--- config.mk ---
export PLATFORM = sky130hd
export DESIGN_NAME = uart_tx_cfg_flat
export DESIGN_NICKNAME = d
export VERILOG_FILES = /design/src/rtl/uart_tx_cfg_if.sv /design/src/rtl/uart_tx_cfg.sv /design/src/flat_wrapper.sv
export SDC_FILE = /design/constraint.sdc
export NUM_CORES = 1
export LEC_CHECK = 0
export ABC_AREA = 0
export BUFFER_PORTS_ARGS = -buffer_cell sky130_fd_sc_hd__buf_4
export CORE_MARGIN = 2
export CORE_UTILIZATION = 45
export CTS_CLUSTER_DIAMETER = 80
export DETAILED_ROUTE_END_ITERATION = 7
export MAX_ROUTING_LAYER = met4
export SYNTH_ARGS = -nofsm -noshare
export SYNTH_HDL_FRONTEND = slang
export SYNTH_SLANG_ARGS = --single-unit
export TNS_END_PERCENT = 10
--- constraint.sdc ---
create_clock -name i_clk -period 5.3 [get_ports i_clk]
set_input_delay 1.06 -clock i_clk [delete_from_list [all_inputs] [get_ports i_clk]]
set_output_delay 1.06 -clock i_clk [all_outputs]
set_load 0.05 [all_outputs]
--- src/rtl/uart_tx_cfg_if.sv ---
`default_nettype none
// uart_tx_cfg_if -- valid/ready word stream feeding the configurable UART transmitter (rev 1.0)
interface uart_tx_cfg_if #(
    parameter int MAX_DATA_BITS = 9
);
    logic                     valid;
    logic [MAX_DATA_BITS-1:0] data;
    logic                     ready;

    modport master (output valid, output data, input  ready);
    modport slave  (input  valid, input  data, output ready);
endinterface
`default_nettype wire

--- src/rtl/uart_tx_cfg.sv ---
`default_nettype none
// uart_tx_cfg -- runtime-configurable UART TX with break generation and frame-done pulse (rev 1.0)
// Optional: define UART_TX_CTS_EN to add i_cts_n clear-to-send gating of o_ready.
module uart_tx_cfg #(
    parameter int MAX_DATA_BITS = 9,
    parameter int DIV_W         = 16
) (
    input  wire logic             i_clk,
    input  wire logic             i_rst,
    input  wire logic [DIV_W-1:0] i_cfg_div,
    input  wire logic [3:0]       i_cfg_nbits,
    input  wire logic [2:0]       i_cfg_par,
    input  wire logic [1:0]       i_cfg_stop,
`ifdef UART_TX_CTS_EN
    input  wire logic             i_cts_n,
`endif
    uart_tx_cfg_if.slave          stream,
    input  wire logic             i_break,
    output logic                  o_tx,
    output logic                  o_busy,
    output logic                  o_done
);
    localparam int              CW       = DIV_W + 1;
    localparam logic [CW-1:0]   C_ONE    = CW'(1);
    localparam logic [CW-1:0]   C_TWO    = CW'(2);
    localparam logic [3:0]      C_MIN_NB = 4'd5;
    localparam logic [3:0]      C_MAX_NB = 4'(MAX_DATA_BITS);

    typedef enum logic [2:0] {
        S_IDLE     = 3'd0,
        S_START    = 3'd1,
        S_DATA     = 3'd2,
        S_PARITY   = 3'd3,
        S_STOP     = 3'd4,
        S_BREAK    = 3'd5,
        S_BRK_MARK = 3'd6
    } state_e;

    state_e                   state_q, state_d;
    logic [CW-1:0]            cnt_q, cnt_d;
    logic [CW-1:0]            div_q, div_d;
    logic [3:0]               nbits_q, nbits_d;
    logic [3:0]               bit_q, bit_d;
    logic [2:0]               par_q, par_d;
    logic [1:0]               stop_q, stop_d;
    logic [MAX_DATA_BITS-1:0] shift_q, shift_d;
    logic                     acc_q, acc_d;

    logic                     w_cts_ok;
    logic                     w_ready;
    logic                     w_accept;
    logic [CW-1:0]            w_live_div;
    logic [3:0]               w_nbits;
    logic [2:0]               w_par;
    logic [CW-1:0]            w_stop_len;
    logic                     w_par_bit;
    logic                     w_period_end;

`ifdef UART_TX_CTS_EN
    assign w_cts_ok = !i_cts_n;
`else
    assign w_cts_ok = 1'b1;
`endif

    assign w_ready      = (state_q == S_IDLE) && !i_break && w_cts_ok && !i_rst;
    assign stream.ready = w_ready;
    assign w_accept     = stream.valid && w_ready;
    assign o_busy       = (state_q != S_IDLE);

    // Divisors below 2 would give a zero-length or one-cycle bit; force them to 2.
    assign w_live_div = (i_cfg_div < DIV_W'(2)) ? C_TWO : {1'b0, i_cfg_div};
    assign w_nbits    = (i_cfg_nbits < C_MIN_NB) ? C_MIN_NB :
                        (i_cfg_nbits > C_MAX_NB) ? C_MAX_NB : i_cfg_nbits;
    assign w_par      = (i_cfg_par > 3'd4) ? 3'd0 : i_cfg_par;

    assign w_period_end = (cnt_q == div_q - C_ONE);

    always_comb begin
        w_stop_len = div_q;
        case (stop_q)
            2'd0:    w_stop_len = div_q;
            2'd1:    w_stop_len = div_q + (div_q >> 1);
            default: w_stop_len = div_q << 1;
        endcase
    end

    always_comb begin
        w_par_bit = 1'b0;
        case (par_q)
            3'd1:    w_par_bit = acc_q;
            3'd2:    w_par_bit = ~acc_q;
            3'd3:    w_par_bit = 1'b1;
            default: w_par_bit = 1'b0;
        endcase
    end

    always_comb begin
        state_d = state_q;
        cnt_d   = cnt_q + C_ONE;
        div_d   = div_q;
        nbits_d = nbits_q;
        bit_d   = bit_q;
        par_d   = par_q;
        stop_d  = stop_q;
        shift_d = shift_q;
        acc_d   = acc_q;
        o_tx    = 1'b1;
        o_done  = 1'b0;
        case (state_q)
            S_IDLE: begin
                cnt_d = '0;
                if (i_break) begin
                    state_d = S_BREAK;
                end else if (w_accept) begin
                    shift_d = stream.data;
                    div_d   = w_live_div;
                    nbits_d = w_nbits;
                    par_d   = w_par;
                    stop_d  = i_cfg_stop;
                    state_d = S_START;
                end
            end
            S_START: begin
                o_tx = 1'b0;
                if (w_period_end) begin
                    cnt_d   = '0;
                    bit_d   = 4'd0;
                    acc_d   = 1'b0;
                    state_d = S_DATA;
                end
            end
            S_DATA: begin
                o_tx = shift_q[0];
                if (w_period_end) begin
                    cnt_d   = '0;
                    shift_d = shift_q >> 1;
                    acc_d   = acc_q ^ shift_q[0];
                    bit_d   = bit_q + 4'd1;
                    if (bit_q == nbits_q - 4'd1) begin
                        state_d = (par_q != 3'd0) ? S_PARITY : S_STOP;
                    end
                end
            end
            S_PARITY: begin
                o_tx = w_par_bit;
                if (w_period_end) begin
                    cnt_d   = '0;
                    state_d = S_STOP;
                end
            end
            S_STOP: begin
                if (cnt_q == w_stop_len - C_ONE) begin
                    o_done  = 1'b1;
                    cnt_d   = '0;
                    state_d = S_IDLE;
                end
            end
            S_BREAK: begin
                // Counter saturates so a long break cannot wrap; live divisor sets the minimum.
                o_tx = 1'b0;
                if (cnt_q >= w_live_div - C_ONE) begin
                    cnt_d = cnt_q;
                    if (!i_break) begin
                        cnt_d   = '0;
                        state_d = S_BRK_MARK;
                    end
                end
            end
            S_BRK_MARK: begin
                if (cnt_q >= (w_live_div << 1) - C_ONE) begin
                    cnt_d   = '0;
                    state_d = S_IDLE;
                end
            end
            default: begin
                cnt_d   = '0;
                state_d = S_IDLE;
            end
        endcase
    end

    always_ff @(posedge i_clk) begin
        if (i_rst) begin
            state_q <= S_IDLE;
            cnt_q   <= '0;
            div_q   <= C_TWO;
            nbits_q <= C_MIN_NB;
            bit_q   <= 4'd0;
            par_q   <= 3'd0;
            stop_q  <= 2'd0;
            shift_q <= '0;
            acc_q   <= 1'b0;
        end else begin
            state_q <= state_d;
            cnt_q   <= cnt_d;
            div_q   <= div_d;
            nbits_q <= nbits_d;
            bit_q   <= bit_d;
            par_q   <= par_d;
            stop_q  <= stop_d;
            shift_q <= shift_d;
            acc_q   <= acc_d;
        end
    end
endmodule
`default_nettype wire

--- src/flat_wrapper.sv ---
// flat-port wrapper written by rule: the top's interface ports become plain ports
module uart_tx_cfg_flat 
#(
    parameter int MAX_DATA_BITS = 9,
    parameter int DIV_W         = 16
)
  (i_clk, i_rst, i_cfg_div, i_cfg_nbits, i_cfg_par, i_cfg_stop, i_break, o_tx, o_busy, o_done, stream_valid, stream_data, stream_ready);
  uart_tx_cfg_if #(.MAX_DATA_BITS(MAX_DATA_BITS)) stream_i ();
  input  wire logic i_clk;
  input  wire logic i_rst;
  input  wire logic [DIV_W-1:0] i_cfg_div;
  input  wire logic [3:0] i_cfg_nbits;
  input  wire logic [2:0] i_cfg_par;
  input  wire logic [1:0] i_cfg_stop;
  input  wire logic i_break;
  output logic o_tx;
  output logic o_busy;
  output logic o_done;
  input wire logic [$bits(stream_i.valid)-1:0] stream_valid;
  input wire logic [$bits(stream_i.data)-1:0] stream_data;
  output wire logic [$bits(stream_i.ready)-1:0] stream_ready;
  assign stream_i.valid = stream_valid;
  assign stream_i.data = stream_data;
  assign stream_ready = stream_i.ready;
  uart_tx_cfg #(.MAX_DATA_BITS(MAX_DATA_BITS), .DIV_W(DIV_W)) u_core (.i_clk(i_clk), .i_rst(i_rst), .i_cfg_div(i_cfg_div), .i_cfg_nbits(i_cfg_nbits), .i_cfg_par(i_cfg_par), .i_cfg_stop(i_cfg_stop), .stream(stream_i), .i_break(i_break), .o_tx(o_tx), .o_busy(o_busy), .o_done(o_done));
endmodule
Yosys cells after proc, flatten, opt, wreduce, memory -nomap -nowiden
Cells that the tools add are included. W data, S select, Z words.

Register bits after elaboration: 60. Input bits: 38. Output and inout bits: 4. Word-level logic and storage cells: 105.

Add/sub/neg operators: 8. Order comparisons: 6. Equal/unequal tests: 25. Multiplexer cells: 37. Bitwise logic cells: 3. Reductions and logical operators: 17.

Operators with widths (number): $mux W17 (5); $pmux W17 S4 (1); $sub A17 B1 Y17 const B (4); $mux W3 (12); $eq A17 B17 Y1 (2); $ge A17 B17 Y1 (2); $pmux W17 S2 (1); $mux W9 (3); $pmux W3 S7 (1); $pmux W9 S2 (1); $add A17 B1 Y17 const B (1); $add A17 B16 Y17 (1); $lt A16 B2 Y1 const B (1); $mux W16 (1); $mux W4 (4); $ne A2 B1 Y1 const B (8); $eq A3 B2 Y1 const B (4); $eq A3 B3 Y1 const B (3); $reduce_and A9 Y1 (1); $pmux W4 S2 (1); $eq A3 B1 Y1 const B (2); $pmux W1 S3 (2); $reduce_and A3 Y1 (2); $reduce_bool A3 Y1 (2); 22 further kinds (31).

Longest topological paths before layout
Depth after elaboration: 7. Mapped depth: 22. Depth with buffers taken out: 21.

Worst setup path before layout
No wires, ideal clock.

Kind: register to output. Start: register u_core.div_q[0]. End: output port o_done. Data arrival time: 4517 ps. Data required time: 4240 ps. Path slack: -277 ps. Cell stages (with the launch flop): 14. Buffers on the path: 0. Cells stage by stage: dfxtp_1 -> ha_1 -> inv_1 -> fa_1 -> nand2b_1 -> a21oi_1 -> o211ai_1 -> a2111oi_4 -> and2_4 -> xnor2_1 -> or3_1 -> a221oi_1 -> nand4_1 -> nor4_1.

Longest elaborated chain between the ends: 6.

Ends and longest elaborated chain: start, declared (line uart_tx_cfg.sv:41) `logic [CW-1:0] div_q, div_d;`; start signal, assigned (line uart_tx_cfg.sv:196) `div_q <= div_d;`; $add A17 B16 Y17 (line uart_tx_cfg.sv:82) `2'd1: w_stop_len = div_q + (div_q >> 1);`; $pmux W17 S2 (*) (line uart_tx_cfg.sv:80) `case (stop_q)`; $sub A17 B1 Y17 (*) (line uart_tx_cfg.sv:152) `if (cnt_q == w_stop_len - C_ONE) begin`; $eq A17 B17 Y1 (*) (line uart_tx_cfg.sv:152); $mux W1 (*) (line uart_tx_cfg.sv:152); $mux W1 (*) (line uart_tx_cfg.sv:109) `case (state_q)`; end, declared (line flat_wrapper.sv:18) `output logic o_done;`.

Every way passes the cells marked *; elsewhere a longest branch is shown, timed or not.

Worst setup path after layout
Start: register u_core.div_q[7]. End: output port o_done.

Same word-level chain as after synthesis.

==> results.cfg <==
[critical_path]
r2r-end = u_core.cnt_q[6]
worstSetupStartpointType = register
cp.required_ns = 4.24
path_class = reg -> out
regToRegStartpoint = u_core.div_q[7]
worst-endpoint-arrival_ns = 4.06
reg2reg_depth = 15
path_max_fanout = 7
rrSetupSlack_ns = 0.78
cp-end-kind = primary output

[finish]
syn2layout_area_growth_pct = 15.9
drive_above_1_share_pct = 14.3
instances_no_fill = 1086
diodes = 0
fin_nets = 1001
final_cell_mix = 100 x nand2_1, 76 x buf_4, 72 x a21oi_1, 61 x nor2_1, 59 x ha_1
fin_util_pct = 53.1
mostFrequentLayoutCell = nand2_1

[timing]
slew_headroom_pct = 37.0
rsz0062_at_grt = yes
setup_viol = 0
drv_slew = 0
fmax_mhz = 195
worst_pin_slew_ns = 0.944
fin_worst_skew_ns = 0.00807
hold_viol = 0
fin_crit_ns = 5.12
finalCritPeriodShare_pct = 96.6

[drt]
wl_mm = 19.8
via_per_inst = 6.06
wl_per_cell_microns = 18.2
vias = 6582
detail_route.first_pass.iterations = 5
drt_first_iter_violations = 478
drc_errors = 0
drtAntennaViolNets = 0

[synth]
synth_area_leaders = dfxtp_1 19%, ha_1 12%, xnor2_1 6.2%, nand2_1 5.9%, a21oi_1 5.7%
syn_area_per_cell_sq_um = 7.34
synth_ff_type = dfxtp_1
syn_inst = 860
ys_seq_elements = 59
synth.distinct_cells = 77
async_reset_ff_share_pct = 0
yosysTopAreaCell = dfxtp_1
yosysWarnings = 0
syn_nets = 960
synth_edf_count = 0
synth.top_cell.area_share_pct = 18.7
yosysSeqAreaShare_pct = 18.7
synth_area_sq_um = 6310

[clocking]
insertion_delay_ns = 0.35
cts_tree = built
cts_max_level = 3
cts_sinks = 59
clkTransAtPathRegs_ns = 0.06
root_buffer = clkbuf_16
cts_buffers = 9
cts_buffer_depth = 2

[global_route]
grt_pass1_wl_mm = 31.9
grt_overflow_total = 0
grt_pass1_vias = 6220
grt_usage_pct = 28.1
antenna_found_initial = 0
grt_max_degree = 43

[placed_design]
port_buffers = 41
post-place-cells = 1069
dp_hpwl_mm = 15.0
gp_congestion = 0.880

[floorplan]
fp.dieW_microns = 122
die-area_sq_um = 15000
start_util_pct = 45.8
io_pins = 42
core_sq_um = 13800
dieHeight_microns = 122
rows = 43

[worst_hold_path]
worstHoldEndpoint = u_core.par_q[2]
worstHoldStart = u_core.par_q[2]
hold_depth = 2
hold_class = reg -> reg

[pwr]
p_leak_nw = 2.84
ir_drop_uv = 169
power.total_mw = 2.24
p_per_area_nw_per_um2 = 306

[flow_run]
maxCapViolations = 0

[run_status]
status = completed
power breakdown:
group	switching (mW)	internal (mW)
Combinational	0.635	0.433
Clock	0.240	0.367
Sequential	0.0820	0.482
Total	0.957	1.28
through the flow:
step	TNS (ns)	setup WS [ns]	instance area, sq um	hold slack, ns
6_report	0	0.182	7320	0.478
5_1_grt	-0.00996	-0.00996	7320	0.500
4_1_cts	0	0.0275	7250	0.477
3_5_place_dp	-0.617	-0.121	6900	0.460
3_3_place_gp	-0.180	-0.0518	6900	0.464
2_1_floorplan	0	0.297	6320	0.439
cells by family after synthesis:
group | after synthesis | share of synthesized area, %
and+or+nand+nor | 341 | 27.0
DFF | 59 | 18.7
muxes | 12 | 1.92
AOI/OAI and AO/OA | 232 | 24.7
xor gates and xnor gates | 68 | 9.44
adders and majority gates | 64 | 12.7
buffers and inverters | 84 | 5.53
state kept, by name, summed over array words and instances (netlist names):
register / cells
u_core.acc_q: 1
u_core.stop_q: 2
u_core.state_q: 3
u_core.shift_q: 9
u_core.cnt_q: 17
u_core.div_q: 16
u_core.bit_q: 4
u_core.par_q: 3
u_core.nbits_q: 4
Yosys cell counts (all sizes together), types with 4 or more instances:
cell type  instances
mux2i             11
o21ai             44
nor3b              4
nor4              11
o211ai            15
a221oi             4
ha                61
nor3              35
or4                5
nand3             44
a22oi              5
a31oi             10
nand2            100
and3              14
nand2b            11
nor2              63
o31ai             19
buf               14
xor2              23
a2111oi            4
a21oi             73
dfxtp             59
nand4             11
a211oi            11
and2               7
or3b               6
o31a               5
a2111o             4
inv               38
nor2b              9
clkbuf            32
xnor2             45
o22ai              5
and4               4
a211o              4
or3                7
o21a               7
final cells by class:
cell class,count,area (sq um)
Timing Repair Buffer,76,571
Fill cell,1382,6450
Multi-Input combinational cell,717,4890
Clock inverter,7,77.6
Sequential cell,59,1190
Clock buffer,9,225
Tap cell,180,225
Inverter,38,143
worst max-delay path by stage:
stage                          from               to  slack (ns)  depth (start not counted)
floorplan           u_core.div_q[0]           o_done        0.30                         13
global placement      i_cfg_div[15]  u_core.cnt_q[6]       -0.05                         20
detailed placement    i_cfg_div[15]  u_core.cnt_q[5]       -0.12                         21
CTS                 u_core.div_q[1]           o_done        0.03                         14
global route        u_core.div_q[7]           o_done       -0.01                         12
finish              u_core.div_q[7]           o_done        0.18                         13
metal layers:
| metal | global-route usage, % | share of wire, % | vias up |
|---|---|---|---|
| met5 | - | 0 | - |
| li1 | - | - | 3209 |
| met3 | 5.02 | 5.1 | 32 |
| met2 | 45.0 | 47 | 172 |
| met4 | 8.98 | 2.1 | 0 |
| met1 | 35.9 | 45 | 3169 |
critical path, cell delays in order, from the launching register on:
cell and delay (ns):
dfxtp_1 0.46, inv_1 0.13, ha_1 0.40, a21oi_1 0.30
o211ai_1 0.31, a21oi_1 0.25, xnor2_1 0.11, a221oi_2 0.39
and4_1 0.32, mux2i_1 0.10, mux2i_1 0.20, mux2i_2 0.16
nor4_2 0.31, buf_4 0.26
what timing repair did:
| item | CTS | global route |
|---|---|---|
| setup endpoints to repair | 1 | 14 |
| setup buffers | 1 | 0 |
| pin swaps | 4 | 9 |
| hold buffers | 0 | 0 |
| gates resized for setup | 12 | 14 |
(Power assumes the default switching activity.)
